<file path="src/rtl/segasys1_video_pkg.sv">
// Shared types and constants for the Sega System 1 collision RAM.
package segasys1_video_pkg;

  typedef enum logic {
    IDLE  = 1'b0,
    SWEEP = 1'b1
  } sweep_state_e;

  localparam logic [5:0] PAD_DEFAULT = 6'h3F;

endpackage

</file>
<file path="src/rtl/segasys1_coll_sweep.sv">
// Clear-sweep sequencer: walks every collision entry once after reset or a clr_all pulse.
module segasys1_coll_sweep import segasys1_video_pkg::*; #(
  parameter int unsigned AW = 6
) (
  input  logic          clk,
  input  logic          RESET,
  input  logic          clr_all,
  output logic          clr_en,
  output logic [AW-1:0] clr_ad,
  output logic          busy
);

  sweep_state_e  state_q, state_d;
  logic [AW-1:0] cnt_q, cnt_d;

  always_comb begin
    state_d = state_q;
    cnt_d   = cnt_q;
    if (clr_all) begin
      state_d = SWEEP;
      cnt_d   = '0;
    end else if (state_q == SWEEP) begin
      cnt_d = cnt_q + AW'(1);
      if (cnt_q == {AW{1'b1}}) begin
        state_d = IDLE;
      end
    end
  end

  // Reset lands in SWEEP so the array self-clears once reset is released.
  always_ff @(posedge clk or posedge RESET) begin
    if (RESET) begin
      state_q <= SWEEP;
      cnt_q   <= '0;
    end else begin
      state_q <= state_d;
      cnt_q   <= cnt_d;
    end
  end

  assign busy   = (state_q == SWEEP);
  assign clr_en = busy;
  assign clr_ad = cnt_q;

endmodule

</file>
<file path="src/rtl/segasys1_collram_p.sv">
// One-bit-per-entry collision RAM with summary flag; the reset/clr_all clear sweep
// is built only when SEGASYS1_COLLRAM_SWEEP_EN is defined.
module segasys1_collram_p import segasys1_video_pkg::*; #(
  parameter int unsigned AW  = 6,
  parameter logic [5:0]  PAD = PAD_DEFAULT
) (
  input  logic          clk,
  input  logic          RESET,
  input  logic [AW-1:0] cpu_ad,
  input  logic          cpu_wr_coll,
  input  logic          cpu_wr_collclr,
  input  logic          clr_all,
  input  logic [AW-1:0] coll_ad,
  input  logic          coll,
  output logic [7:0]    cpu_rd_coll,
  output logic          busy
);

  localparam int unsigned Depth = 2 ** AW;

  logic             clr_en;
  logic [AW-1:0]    clr_ad;
  logic [Depth-1:0] core_q, core_d;
  logic             summary_q;
  logic             rd_q;

`ifdef SEGASYS1_COLLRAM_SWEEP_EN
  segasys1_coll_sweep #(
    .AW (AW)
  ) u_sweep (
    .clk     (clk),
    .RESET   (RESET),
    .clr_all (clr_all),
    .clr_en  (clr_en),
    .clr_ad  (clr_ad),
    .busy    (busy)
  );
`else
  logic unused_clr_all;
  assign unused_clr_all = clr_all;
  assign clr_en         = 1'b0;
  assign clr_ad         = '0;
  assign busy           = 1'b0;
`endif

  // Later assignments win: sweep clear < video set < CPU clear.
  always_comb begin
    core_d = core_q;
    if (clr_en) begin
      core_d[clr_ad] = 1'b0;
    end
    if (coll) begin
      core_d[coll_ad] = 1'b1;
    end
    if (cpu_wr_coll) begin
      core_d[cpu_ad] = 1'b0;
    end
  end

  always_ff @(posedge clk) begin
    core_q <= core_d;
  end

  always_ff @(posedge clk or posedge RESET) begin
    if (RESET) begin
      summary_q <= 1'b0;
      rd_q      <= 1'b0;
    end else begin
      rd_q <= core_q[cpu_ad];
      if (cpu_wr_collclr) begin
        summary_q <= 1'b0;
      end else if (coll) begin
        summary_q <= 1'b1;
      end
    end
  end

  assign cpu_rd_coll = {summary_q, PAD, rd_q};

endmodule

</file>
<file path="config.mk">
export PLATFORM = sky130hd
export DESIGN_NAME = segasys1_collram_p
export DESIGN_NICKNAME = d
export VERILOG_FILES = /design/src/rtl/segasys1_video_pkg.sv /design/src/rtl/segasys1_coll_sweep.sv /design/src/rtl/segasys1_collram_p.sv
export SDC_FILE = /design/constraint.sdc
export NUM_CORES = 1
export LEC_CHECK = 0
export BUFFER_PORTS_ARGS = -buffer_cell sky130_fd_sc_hd__buf_2
export CAP_MARGIN = 20
export CORE_MARGIN = 2
export CORE_UTILIZATION = 50
export CTS_CLUSTER_DIAMETER = 80
export DETAILED_ROUTE_END_ITERATION = 10
export PLACE_DENSITY = 0.69
export SLEW_MARGIN = 40
export SYNTH_ARGS = -nofsm -noshare
export SYNTH_HDL_FRONTEND = slang
export SYNTH_SLANG_ARGS = --single-unit
</file>
<file path="constraint.sdc">
create_clock -name clk -period 2 [get_ports clk]
set_clock_uncertainty 0.05 [all_clocks]
set_input_delay 0.1 -clock clk [delete_from_list [all_inputs] [get_ports clk]]
set_output_delay 0.1 -clock clk [all_outputs]
set_load 0.1 [all_outputs]
</file>
* Word-level counts from Yosys, hierarchy flattened
Index checks and enable logic that the tools add are counted. W data, S select, Z words.
Storage, ports and cells: register bits after elaboration 66, ROM bits 0, latch bits 0, word-level logic and storage cells 23, input bits 18, bits in writable memories 0, memories 0, output and inout bits 9
Operators by class: reduce and logical (&&, ||, !) cells 3, add/sub/neg operators 0, muxes and demuxes 10, shift operators 0, multipliers 0, $lt $le $gt $ge 4, equality and inequality tests 0, bitwise logic cells 3, div/mod/pow operators 0
Operators with widths (count):
- $mux W64 | 2
- $and A64 B64 Y64 | 1
- $not A64 Y64 | 1
- $or A64 B64 Y64 | 1
- $lt A6 B7 Y1 const B | 2
- $demux W1 S6 | 2
- $ge A6 B1 Y1 const B | 2
- $bmux W1 S6 | 1
- $mux W1 | 5
- $logic_and A1 B1 Y1 | 2
- $reduce_bool A2 Y1 | 1

* Longest topological paths before layout
Gate-level depths: netlist (run 1).
word-level depth 8, gate-level depth with buffers 6, gate-level depth less buffers 4

* Least setup slack after synthesis (run 1)
OpenSTA, ideal clock, no wires.
kind register to register, start point reg core_q[31], end point reg rd_q, library setup time 0.135 ns, path buffers 0, required time 1.815 ns, period minus slack after synthesis 1.475 ns, cell stages (with the launch flop) 5, path slack 0.525 ns, data arrival time 1.290 ns, cells stage by stage dfxtp_1 > mux4_2 > a22o_1 > a221oi_1 > nand4_1
Between the ends: longest elaborated chain between the ends 2
Ends and longest elaborated chain:
- start, declared | RTL line segasys1_collram_p.sv:23 | logic [Depth-1:0] core_q, core_d;
- start signal, assigned | RTL line segasys1_collram_p.sv:61 | core_q <= core_d;
- $bmux W1 S6 | RTL line segasys1_collram_p.sv:69 | rd_q <= core_q[cpu_ad];
- $mux W1 (not written as such) | RTL line segasys1_collram_p.sv:69
- end signal, assigned | RTL line segasys1_collram_p.sv:69
- end, declared | RTL line segasys1_collram_p.sv:25 | logic rd_q;
No other way between the ends. The select of a mux whose other input is x is not followed. A chain may end at the register's enable or synchronous reset.

* Worst setup path after layout (run 1)
Ends and elaborated chain as after synthesis.

==> run summary, run 1 <==
sequential element share of the synthesized area = 44.54%
number of register bits inferred by synthesis = 66
htree depth = 3
Pwr Density = 1038 nW/um2
# IOs = 27
RSZ-0062 raised after global routing = false
Clock transition at path regs = 0.07 ns
R2R cell count = 4
CP Capture Type = flip-flop
Num Clock Sinks = 66
Avg Vias per Cell = 6.129
layout cells sized above 1 = 22.86%
WL final = 8084 um
CP arrival = 1.87 ns
Final ANT Viol Nets = 0
vias in the first global route = 2286
min-delay src = coll_ad[1]
Syn Area/Cell = 9.581 um2
grt ovf = 0
Post-DP HPWL = 5385 um
Final Critical Period = 1.720 ns
die area = 6613 um2
CP delay by family, top = compound AO/OA/AOI/OAI gates
critical path depth = 4
hold depth = 3
Nets = 364
Worst R2R End = rd_q
final hold violation count = 0
violation count after the first detailed-route iteration = 320
CTS Buf Count = 9
Setup Viol. Count Final = 0
starting density of the core = 51.09%
Hold Path Class = in2reg
CP Buf/Inv Count = 0
slowest stage cell, crit path = mux4_2
Fmax achieved = 581.3 MHz
Setup crit start kind = flip-flop
VDD IR-drop max = 0.5748 mV
post-cts sizing count = 0
worst path cell trace = mux4_2 -> a22o_1 -> a221oi_1 -> nand4_1
number of remaining DRC errors = 0
max-slew violations = 0
Syn-to-layout area delta = 14.57%
YS warnings = 0
Min-Delay Endpoint = core_q[63]
cell area after synthesis = 2989 um2
DP Worst Slack = 0.08753 ns
port bufs = 18
Pleak = 1.417 nW
setup slack, reg-to-reg = 0.28 ns
clock latency on the worst-skew pair = 0.35 ns
setup_tns = 0 ns
Longest Clk Path Bufs = 2
routability cong. = 0.8871
measured slew at the worst slew-check pin = 0.7267 ns
area of the multi-input gates = 1496 um2
antenna violations before repair = 0
worst r2r src = core_q[31]
Chip Height = 81.32 um
WL/cell = 19.02 um
# rows = 28
first-pass GRT wire length = 12240 um
largest net degree at the start of global routing = 20
core area = 5851 um2
crit path max fanout = 2
status = complete, no violations
WP data required = 2.15 ns
# Max-Cap Violations = 0
layout filler cell count = 526
final worst setup slack = 0.2798 ns
Yosys cell types = 33
root buffer cell = clkbuf_8
fin crit share = 86.01%
area occupied by registers = 1331 um2
DR pass1 iterations = 5
critical path class = reg2reg
die width = 81.32 um
Antenna Cells = 0
CP peak stage delay = 0.46 ns
gr usage total = 26.02%
via count = 2605
TritonCTS clock tree = built
Max-slew headroom = 51.37%
Post-Synthesis Cells = 312
## cells in the mapped netlist
cell type	number	share of area, %
nand2_1	6	0.75
mux4_2	13	9.8
nand4_1	2	0.42
and3b_1	4	1.2
nor3_2	2	0.67
mux2_2	3	1.1
a22o_1	2	0.59
buf_6	2	0.75
dfxtp_1	64	43
a21oi_1	124	21
a22oi_1	3	0.75
nand2b_1	6	1.3
conb_1	2	0.25
nor3b_1	2	0.50
inv_1	1	0.13
nor3_1	4	0.67
nor2b_1	5	1.0
nand3_1	1	0.17
a2bb2oi_1	2	0.59
a31oi_1	2	0.42
buf_12	1	0.67
buf_2	5	0.84
mux4_1	3	2.6
clkbuf_1	9	1.1
dfrtp_1	2	1.7
buf_1	1	0.13
nor2_1	22	2.8
inv_2	1	0.13
a2bb2oi_2	1	0.50
nor3b_2	4	1.7
a221oi_1	1	0.29
buf_4	9	2.3
and3_1	3	0.63
## stage by stage
stage	instance area (um2)	total power, mW	cells	hold slack [ns]	utilization [%]
2_1_floorplan	3008	2.300	317	-0.2088	-
3_3_place_gp	3199	2.426	407	-0.1008	54.68
6_report	3425	3.555	425	0.08446	58.53
4_1_cts	3425	3.568	425	0.05085	58.53
5_1_grt	3425	3.716	425	0.08089	58.53
3_5_place_dp	3199	2.447	407	-0.09411	54.68
## worst register-to-register path, cell delays in order (launching register included)
cell and delay, ns:
dfxtp_1 0.31, mux4_2 0.46, a22o_1 0.25, a221oi_1 0.33
nand4_1 0.18
## worst max path at each step
stage                end        from
floorplan           rd_q  core_q[31]
global placement    rd_q   cpu_ad[0]
detailed placement  rd_q   cpu_ad[0]
CTS                 rd_q  core_q[31]
global route        rd_q  core_q[31]
finish              rd_q  core_q[31]
## area by class of cell
| cell class | count | area share, % |
|---|---|---|
| Clock buffer | 12 | 4.531 |
| Clock inverter | 3 | 1.169 |
| Inverter | 2 | 0.2192 |
| Multi-Input combinational cell | 222 | 43.70 |
| Sequential cell | 66 | 38.87 |
| Tap cell | 75 | 2.740 |
| Timing Repair Buffer | 45 | 8.769 |
## registers in the layout, indices dropped and copies added, names as in the netlist
register / cells
summary_q: 1
core_q: 64
rd_q: 1
## cells by family (layout without fill, tap and decap cells)
family                 Yosys count  after routing  synth area share, %
buffers and inverters           29             62                6.027
AOI/OAI and AO/OA              135            135                23.90
other                            2              7               0.2512
DFF                             66             66                44.54
muxes                           19             19                13.56
and+or+nand+nor                 61             61                11.72
## layout by cell type (no fill, tap or decap), drive strengths merged, types with 3 or more instances in the layout
cell type / n
a2bb2oi: 3
a22oi: 3
mux2: 3
dlygate4sd3: 3
a21oi: 124
nor3b: 6
nand2b: 6
buf: 42
and3b: 4
nand2: 6
mux4: 16
dfxtp: 64
and3: 3
clkbuf: 12
nor2b: 5
conb: 7
nor3: 6
nor2: 22
## power by group
group          total, mW  switching [mW]  internal, mW  leakage [nW]
registers           1.72           0.130          1.59         0.560
clock network       1.12           0.487         0.633         0.102
logic              0.715           0.398         0.317         0.755
## repair_timing
item,in CTS,in global routing
endpoints found under the hold margin,3,0
hold buffers,3,0
buffers inserted,0,0
## routing by layer
metal | vias to the layer above | share of wire [%] | track usage [%]
li1 | 1209 | - | -
met3 | 9 | 9.7 | 7.000
met1 | 1247 | 43 | 34.97
met2 | 140 | 46 | 40.00
met4 | 0 | 1.3 | 9.831
met5 | - | 0 | 0
No activity file was read; power rests on OpenSTA's default activity.
==> inputs of run 2 (changes only) <==
- ABC_AREA: not set -> 1
- PLACE_DENSITY: 0.69 -> 0.68
- SETUP_SLACK_MARGIN: not set -> 0.5
==> run 2 against run 1 <==
Via count increased by 21%. Sequential share of layout area is 3.8 points lower. Combinational power is 6.2% higher. Non-clock buffer count decreased by 9. Worst hold slack got worse by 0.0053 ns. Utilization grew 0.26 points. Clock power is 23% higher. Flip-flop and latch count stayed put. Die area is 13% higher. First-iteration DRC count shrank 28%. Global-route usage fell by 2.5 points. Register-to-register slack better by 0.41 ns.
==> run summary, run 2 <==
Final ANT Viol Nets = 0
synth cell count leaders = a21oi_1, nand2_1, inv_1
Nets = 528
grt ovf = 0
Post-synth EDFFs = 0
Antenna Cells = 0
max-slew violations = 0
CP arrival = 1.50 ns
Largest register FFs = 64
number of remaining DRC errors = 0
sequential element share of the synthesized area = 39.32%
Syn-to-layout area delta = 12.16%
Num Clock Sinks = 66
post-CTS setup buffer count = 0
measured slew at the worst slew-check pin = 0.6613 ns
CP Capture Type = flip-flop
Chip Height = 86.29 um
Setup crit start kind = input pin
WL final = 8290 um
VDD IR-drop max = 0.4625 mV
gr usage total = 23.47%
Hold Path Class = in2async
die width = 86.29 um
WL met2 = 4070 um
Clk network pwr share = 35.8%
Avg Vias per Cell = 5.313
RSZ-0062 raised after global routing = false
share of the synthesized area in the top cell type = 37.84%
starting density of the core = 52.42%
antenna violations before repair = 0
worst r2r src = core_q[42]
async set-reset flop share out of synthesis = 3.030%
setup slack, reg-to-reg = 0.69 ns
Yosys cell types = 23
Final Critical Period = 1.317 ns
top flop regs = core_q x64, rd_q x1, summary_q x1
# rows = 29
post-route design area = 3797 um2
most frequent cell after synthesis = a21oi_1
htree depth = 3
Post-Synthesis Cells = 482
fin crit share = 65.86%
YS warnings = 0
die area = 7446 um2
Power Internal = 2.707 mW
crit path max fanout = 21
status = complete, no violations
setup_tns = 0 ns
Worst R2R End = rd_q
post-cts sizing count = 0
most common cell after layout, fill and taps aside = a21oi_1
# Max-Cap Violations = 0
DR pass1 iterations = 4
via count = 3140
routability cong. = 0.8212
Final Core Density = 58.79%
WL/cell = 14.03 um
Clock transition at path regs = 0.07 ns
Syn Area/Cell = 7.024 um2
port bufs = 18
Flop pwr share = 44.5%
Pwr Density = 1015 nW/um2
switch share = 29.77%
final hold violation count = 0
Post-DP HPWL = 6051 um
met3 WL post-DR = 351 um
largest net degree at the start of global routing = 29
root buffer cell = clkbuf_8
Max-slew headroom = 55.67%
Combinational Power Share = 19.7%
Fmax achieved = 759.2 MHz
WP data required = 2.18 ns
layout cells sized above 1 = 14.59%
Top reg by flops = core_q
violation count after the first detailed-route iteration = 229
top cells by area, synth = dfxtp_1, a21oi_1, nand2_1
# IOs = 27
DRT met1 WL = 3702 um
R2R cell count = 7
Pleak = 1.865 nW
commonest non-fill, non-tap cells in the layout = a21oi_1, nand2_1, inv_1, dfxtp_1, nand3_1
Longest Clk Path Bufs = 2
number of register bits inferred by synthesis = 66
vias in the first global route = 2821
# hold bufs at CTS = 3
cell area after synthesis = 3386 um2
core area = 6459 um2
TritonCTS clock tree = built
first-pass GRT wire length = 13600 um
Top FF cell, synth = dfxtp_1
cell accounting for the most synthesized area = dfxtp_1
Setup Viol. Count Final = 0
critical path class = in2reg
highest routed layer = met4
clock latency on the worst-skew pair = 0.36 ns
CTS Buf Count = 9
DP Area = 3527 um2
NetSw = 1.147 mW
[run 2: area by class of cell]
type	instances	area, um2
repair buffers	36	232.7
well taps	77	96.34
multi-input cells	314	1583
clock inverters	5	102.6
flip-flops and latches	66	1331
clock buffers	10	137.6
inverters	83	314.1
fillers	645	2661
[run 2: power groups by stage]
stage | sequential [mW] | combinational (mW) | clock (mW)
6_report | 1.72 | 0.759 | 1.38
5_1_grt | 1.74 | 0.868 | 1.46
4_1_cts | 1.71 | 0.760 | 1.39
3_5_place_dp | 1.74 | 0.749 | 0
3_3_place_gp | 1.74 | 0.730 | 0
2_1_floorplan | 1.71 | 0.630 | 0
[run 2: logic make-up (layout without fill, tap and decap cells)]
kind of cell | Yosys count | after routing | share of synthesized area [%]
other | 2 | 7 | 0.2218
flip-flops | 66 | 66 | 39.32
buffers and inverters | 107 | 134 | 14.49
AND/OR/NAND/NOR | 170 | 170 | 25.46
AO/OA/AOI/OAI | 137 | 137 | 20.51
[run 2: worst max-delay path: stages]
cell and delay, ns:
buf_2 0.26, buf_4 0.32, buf_4 0.21, nand2_1 0.06
nand3_1 0.07, nand2_1 0.05, o21ai_0 0.14, nand2_1 0.08
nor2_1 0.11, nand2_1 0.07
[run 2: worst max-delay path by stage]
stage / from / endpoint / cells after the start
2_1_floorplan: cpu_ad[0] / rd_q / 11
3_3_place_gp: cpu_ad[0] / rd_q / 10
3_5_place_dp: cpu_ad[0] / rd_q / 10
4_1_cts: core_q[42] / rd_q / 7
5_1_grt: cpu_ad[0] / rd_q / 10
6_report: cpu_ad[0] / rd_q / 10
[run 2: through the flow]
step	power (mW)	hold WS, ns	cells	setup slack (ns)
floorplan	2.343	-0.2088	487	0.8803
global placement	2.465	-0.1002	573	0.3482
detailed placement	2.491	-0.09952	573	0.3620
CTS	3.866	0.07769	591	0.7113
global route	4.069	0.08283	591	0.5183
finish	3.855	0.07913	591	0.6827
[run 2: routing by layer]
| metal | vias up | GRT usage [%] |
|---|---|---|
| met4 | 0 | 10.37 |
| met3 | 13 | 3.143 |
| li1 | 1609 | - |
| met5 | - | 0 |
| met2 | 65 | 39.61 |
| met1 | 1453 | 30.05 |
